File: src/rtl/multi_debouncer.sv
`timescale 1ns/1ps
// multi_debouncer
//   Per-channel switch debouncer. Each raw input is brought into the CLK
//   domain through a two-flop synchronizer and then filtered by a small
//   IDLE/CHK state machine: a new level is accepted only after MIN_LEN
//   consecutive synchronized samples disagree with the current level.
//   Accepted changes update LEVEL and emit a single-cycle RISE or FALL pulse.
//
// Parameters
//   N_CH     number of independent channels (1..32)
//   MIN_LEN  consecutive differing samples needed to accept a change (2..255)
//   INIT_LVL debounced level of every channel after reset
//
// Ports
//   CLK    clock, all state changes on the rising edge
//   RST    asynchronous active-high reset
//   I      raw bouncing inputs, one bit per channel
//   EN     global filter enable; low discards any check in progress
//   LEVEL  registered debounced level per channel
//   RISE   one-cycle pulse when LEVEL[k] goes 0->1
//   FALL   one-cycle pulse when LEVEL[k] goes 1->0
//   BUSY   high while any channel is checking a candidate change
module multi_debouncer #(
  parameter int unsigned N_CH     = 4,
  parameter int unsigned MIN_LEN  = 8,
  parameter logic        INIT_LVL = 1'b0
) (
  input  logic            CLK,
  input  logic            RST,
  input  logic [N_CH-1:0] I,
  input  logic            EN,
  output logic [N_CH-1:0] LEVEL,
  output logic [N_CH-1:0] RISE,
  output logic [N_CH-1:0] FALL,
  output logic            BUSY
);

  typedef enum logic {
    ST_IDLE,
    ST_CHK
  } state_t;

  localparam logic [7:0] CNT_LAST = 8'(MIN_LEN - 1);

  logic [N_CH-1:0] sync1_q;
  logic [N_CH-1:0] sync2_q;

  state_t          state_q [N_CH];
  state_t          state_d [N_CH];
  logic [7:0]      cnt_q   [N_CH];
  logic [7:0]      cnt_d   [N_CH];

  logic [N_CH-1:0] level_q, level_d;
  logic [N_CH-1:0] rise_q,  rise_d;
  logic [N_CH-1:0] fall_q,  fall_d;
  logic            busy_q,  busy_d;

  // Synchronizer runs independently of EN so the sampled value is always fresh.
  always_ff @(posedge CLK or posedge RST) begin
    if (RST) begin
      sync1_q <= {N_CH{INIT_LVL}};
      sync2_q <= {N_CH{INIT_LVL}};
    end else begin
      sync1_q <= I;
      sync2_q <= sync1_q;
    end
  end

  // Every path that does not explicitly stay in CHK lands in IDLE with CNT=0,
  // which covers EN=0, glitch rejection and the acceptance cycle alike.
  always_comb begin
    level_d = level_q;
    rise_d  = '0;
    fall_d  = '0;
    busy_d  = 1'b0;
    for (int unsigned k = 0; k < N_CH; k++) begin
      state_d[k] = ST_IDLE;
      cnt_d[k]   = '0;
      if (EN && (sync2_q[k] != level_q[k])) begin
        case (state_q[k])
          ST_IDLE: begin
            state_d[k] = ST_CHK;
            cnt_d[k]   = 8'd1;
          end
          ST_CHK: begin
            if (cnt_q[k] == CNT_LAST) begin
              level_d[k] = ~level_q[k];
              rise_d[k]  = ~level_q[k];
              fall_d[k]  = level_q[k];
            end else begin
              state_d[k] = ST_CHK;
              cnt_d[k]   = cnt_q[k] + 8'd1;
            end
          end
          default: begin
            state_d[k] = ST_IDLE;
            cnt_d[k]   = '0;
          end
        endcase
      end
      // Registered from next-state so BUSY lines up with the CHK cycles.
      busy_d = busy_d | (state_d[k] == ST_CHK);
    end
  end

  always_ff @(posedge CLK or posedge RST) begin
    if (RST) begin
      for (int unsigned k = 0; k < N_CH; k++) begin
        state_q[k] <= ST_IDLE;
        cnt_q[k]   <= '0;
      end
      level_q <= {N_CH{INIT_LVL}};
      rise_q  <= '0;
      fall_q  <= '0;
      busy_q  <= 1'b0;
    end else begin
      for (int unsigned k = 0; k < N_CH; k++) begin
        state_q[k] <= state_d[k];
        cnt_q[k]   <= cnt_d[k];
      end
      level_q <= level_d;
      rise_q  <= rise_d;
      fall_q  <= fall_d;
      busy_q  <= busy_d;
    end
  end

  assign LEVEL = level_q;
  assign RISE  = rise_q;
  assign FALL  = fall_q;
  assign BUSY  = busy_q;

endmodule

File: config.mk
export PLATFORM = sky130hd
export DESIGN_NAME = multi_debouncer
export DESIGN_NICKNAME = d
export VERILOG_FILES = /design/src/rtl/multi_debouncer.sv
export SDC_FILE = /design/constraint.sdc
export NUM_CORES = 1
export LEC_CHECK = 0
export CORE_MARGIN = 8
export CORE_UTILIZATION = 25
export CTS_CLUSTER_SIZE = 14
export DETAILED_ROUTE_END_ITERATION = 7
export SYNTH_ARGS = -nofsm -noshare
export SYNTH_HDL_FRONTEND = slang
export SYNTH_SLANG_ARGS = --single-unit
File: constraint.sdc
create_clock -name CLK -period 2.6 [get_ports CLK]
set_input_delay 0.78 -clock CLK [delete_from_list [all_inputs] [get_ports CLK]]
set_output_delay 0.78 -clock CLK [all_outputs]
set_load 0.01 [all_outputs]
### After elaboration in Yosys (flattened, before gate mapping)

Index checks and enable logic that the tools add are counted.

| operators by class | value |
|---|---|
| multiplexer cells | 48 |
| bitwise gates (word level) | 11 |
| reductions and logical operators | 8 |
| add/sub/neg operators | 4 |
| eq/ne operators | 8 |

Operators with widths:

| kind | count |
|---|---|
| two-way mux 8 bit | 8 |
| one-hot mux 8 bit (2 select lines) | 4 |
| adder 8 x 1 -> 8 bit, second input constant | 4 |
| equality test 8 x 3 -> 1 bit, second input constant | 4 |
| two-way mux 1 bit | 32 |
| AND reduction 3 bit | 4 |
| NOT 1 bit | 8 |
| one-hot mux 1 bit (2 select lines) | 4 |
| logical AND 1 bit | 4 |
| != test 1 bit | 4 |
| bitwise OR 1 bit | 3 |

| word-level totals | value |
|---|---|
| bits in registers | 57 |
| word-level logic and storage cells | 96 |
| input bits | 7 |
| output and inout bits | 13 |

### Depth between registers and ports, before layout

| logic depth | value |
|---|---|
| depth after elaboration | 7 |
| depth in mapped cells | 4 |

### Worst setup path after synthesis

No wires, ideal clock.

| timing | value |
|---|---|
| path kind | reg-to-reg |
| start | reg cnt_q[0] (netlist name) |
| end | reg level_q[3] (netlist: LEVEL[3]) |
| clock period less this slack | 1.609 ns |
| data arrival time | 1.530 ns |
| buffers on the path | 0 |
| required time | 2.521 ns |
| stages on the path, launching flop included | 5 |
| setup slack | 0.991 ns |
| cells stage by stage | dfrtp_1 > ha_1 > or4b_4 > nor4b_4 > xor2_1 |

| on the way | value |
|---|---|
| word-level cells in the longest chain between the ends | 2 |

Ends and longest elaborated chain:

| element | line | text |
|---|---|---|
| start: declaration | 50 | `logic [7:0] cnt_q [N_CH];` |
| start signal: indexed assignment | 119 | `cnt_q[k] <= cnt_d[k];` |
| equality test 8 x 3 -> 1 bit | 86 | `if (cnt_q[k] == CNT_LAST) begin` |
| AND reduction 3 bit (no line) | - |  |
| end signal: assignment | 112 | `level_q <= {N_CH{INIT_LVL}};` |
| end signal: assignment | 121 | `level_q <= level_d;` |
| end: declaration | 53 | `logic [N_CH-1:0] level_q, level_d;` |

No other way between the ends.
A chain may end at the register's enable or synchronous reset.

### Final worst setup path

| timing | value |
|---|---|
| start | reg level_q[0] (netlist: LEVEL[0]) |
| end | out LEVEL[0] |

RTL lines:

| element | line | text |
|---|---|---|
| end: declaration | 32 | `output logic [N_CH-1:0] LEVEL,` |

No word-level cell between the ends.

==> impl_metrics.yaml <==
run_status:
  status: "complete, no violations"
worst_setup_path:
  rr_startpoint: "cnt_q[0]"
  r2r_slack_ns: 0.81
  crit_slowest_cell: "clkdlybuf4s50_1"
  rr_endpoint: "BUSY"
  cp-start-kind: "flop"
  cp_num_buf_inv: 1
  reg2reg_depth: 4
  max_stage_delay_ns: 0.57
  critPathArrivalTime_ns: 1.34
  cp_max_fo: 5
  crit_type: "flop to primary output"
  setup.worst_path.end_class: "primary output"
  cp_top_family: "buffers and inverters"
  cp_cell_sequence: "clkdlybuf4s50_1"
  required_ns: 1.82
clocking:
  clkTransAtPathRegs_ns: 0.06
  cts_tree: "built"
  clock-root-buffer: "clkbuf_8"
  cts_made_buffers: 9
  ctsHoldBuffers: 0
  htree_levels: 3
  clockBufferDepth: 2
  insertion_delay_ns: 0.33
  post_cts_resized: 0
  cts_setup_buffers: 0
  clock_sinks: 57
synthesis:
  ys.flop_type: "dfrtp_1"
  synth_cells: 217
  synth.largest_area_cell: "dfrtp_1"
  synth_most_common_cell: "dfrtp_1"
  yosysSeqAreaShare_pct: 57.84
  syn_avg_cell_area_um2: 11.36
  ys_warn_count: 0
  post-synth-top-area-fraction_pct: 57.84
  synth_cell_types: 31
  async_reset_ff_share_pct: 100.0
  synth_area_leaders: "dfrtp_1, xor2_1, nand3_1"
  ys_seq_elements: 57
  synth_edf_count: 0
  synth_fp_nets: 228
  synthTopCellsByCount: "dfrtp_1, nand2_1, nand3_1"
  syn_area_um2: 2466
placement:
  place_congestion: 0.7654
  portBuffers: 19
  dpl_cell_area_um2: 2850
  hpwlAfterDp_um: 3144
min_path:
  holdCritPathClass: "flop to flop"
  hold_start: "sync1_q[0]"
  hold_end: "sync2_q[0]"
  holdPathStages: 0
global_route:
  top_usage_layer: "met2"
  grt_overflow_total: 0
  met1_usage_pct: 8.215
  grt_usage_pct: 7.594
  grt_util_met2_pct: 11.90
  grt_max_degree: 35
  grtUsageMet3_pct: 3.939
  grt_pass1_vias: 1725
  grt_pass1_wl_um: 7769
  antenna_found_initial: 0
die:
  core_area_um2: 9684
  pin_count: 20
  row_count: 36
  die_w_um: 115.3
  start_util_pct: 25.47
  die_h_um: 115.3
  dieArea_um2: 13300
timing:
  finalCritPeriodShare_pct: 81.56
  skew_ns: 0.004397
  slew_viol_final: 0
  fmax_ghz: 0.4716
  setup_viol: 0
  hold_violations: 0
  relSlewSlack_pct: 64.06
  finalCriticalPeriod_ns: 2.121
  tightestPinTransition_ns: 0.5385
  grt_setup_unrepaired: "no"
  setup_tns_ns: 0
drt:
  drtAntennaViolNets: 0
  route.vias.total: 1677
  drt_iter0_markers: 47
  wl_per_cell_um: 11.55
  wirelength_um: 4458
  drc_errors: 0
  routed_via_density: 4.345
  first_pass_iters: 4
layout:
  post-route-cell-area_um2: 3059
  area_delta_synth_final_pct: 24.05
  diodes: 0
  final_util_pct: 31.59
  fin_nets: 259
  fillCellCount: 985
  layout-drive-gt1-share_pct: 12.65
power_and_ir_drop:
  vdd_drop_max_v: 0.0003009
  leakagePower_nw: 1.268
  power_density_nw_per_um2: 604.2
job:
  drv_cap: 0
state kept, by name (all words and copies together) (netlist names):
register,count
BUSY,1
FALL,4
LEVEL,4
RISE,4
cnt_q,32
state_q,4
sync1_q,4
sync2_q,4
placed cells by master (no fill, tap or decap), drive strengths merged:
cell type,n
or4,2
xnor2,6
or3,12
dfrtp,57
or3b,1
o2111ai,3
o211ai,2
ha,4
nand4bb,1
and2,6
nor2b,3
nor3b,1
nor3,5
xor2,14
inv,12
clkbuf,9
or4b,2
clkdlybuf4s50,19
nand3,15
a21oi,10
buf,3
nand4b,1
a211oi,6
nand3b,2
clkinv,5
o311ai,1
bufinv,2
nand2,15
o21ai,12
nand4,4
nor2,14
and4bb,1
nor4b,3
kinds of logic (layout without fill, tap and decap cells):
group / after synthesis / in the layout / share of synthesized area, %
flops: 57 / 57 / 57.84
fa+ha+maj: 4 / 4 / 2.030
simple gates: 88 / 88 / 22.27
xor+xnor: 20 / 20 / 7.103
compound gates: 34 / 34 / 8.625
buf+inv: 14 / 50 / 2.131
stage by stage:
step / hold WS, ns / worst slack (ns) / std cells / power, mW
after floorplan: 0.3312 / 0.4204 / 217 / 0.9642
after global placement: 0.3330 / 0.4620 / 370 / 0.9957
after detailed placement: 0.3364 / 0.4285 / 370 / 0.9970
after CTS: 0.3523 / 0.4391 / 386 / 1.892
after global routing: 0.3636 / 0.3918 / 386 / 1.953
final: 0.3479 / 0.4794 / 386 / 1.848
per-layer routing:
layer / share of wire (%) / up-vias / wire length, um
met5: 0 / - / 0
met4: 2.1 / 0 / 93
met3: 4.4 / 9 / 195
met2: 47 / 22 / 2077
met1: 47 / 820 / 2092
li1: - / 826 / -
cell type report:
type / instances / area, um2 / share of cell area (%)
clock inverter: 7 / 85.08 / 2.781
inverter: 12 / 45.04 / 1.472
tap: 133 / 166.4 / 5.440
timing repair buffer: 22 / 225.2 / 7.362
clock buffer: 9 / 123.9 / 4.049
multi-input combinational: 146 / 987.2 / 32.27
sequential: 57 / 1426 / 46.63
worst max path at each step:
stage,startpoint,endpoint,slack [ns],depth (start not counted)
2_1_floorplan,RST,BUSY,0.42,1
3_3_place_gp,EN,LEVEL[0],0.46,5
3_5_place_dp,EN,RISE[0],0.43,5
4_1_cts,LEVEL[2],LEVEL[2],0.44,1
5_1_grt,LEVEL[0],LEVEL[0],0.39,1
6_report,LEVEL[0],LEVEL[0],0.48,1
power breakdown:
group          internal (mW)  leakage, nW  switching, mW
clock                  0.530        0.113          0.341
combinational         0.0266        0.400         0.0393
sequential             0.902        0.756         0.0100
total                   1.46         1.27          0.390
Note: power is estimated with default switching activity, not from simulation.
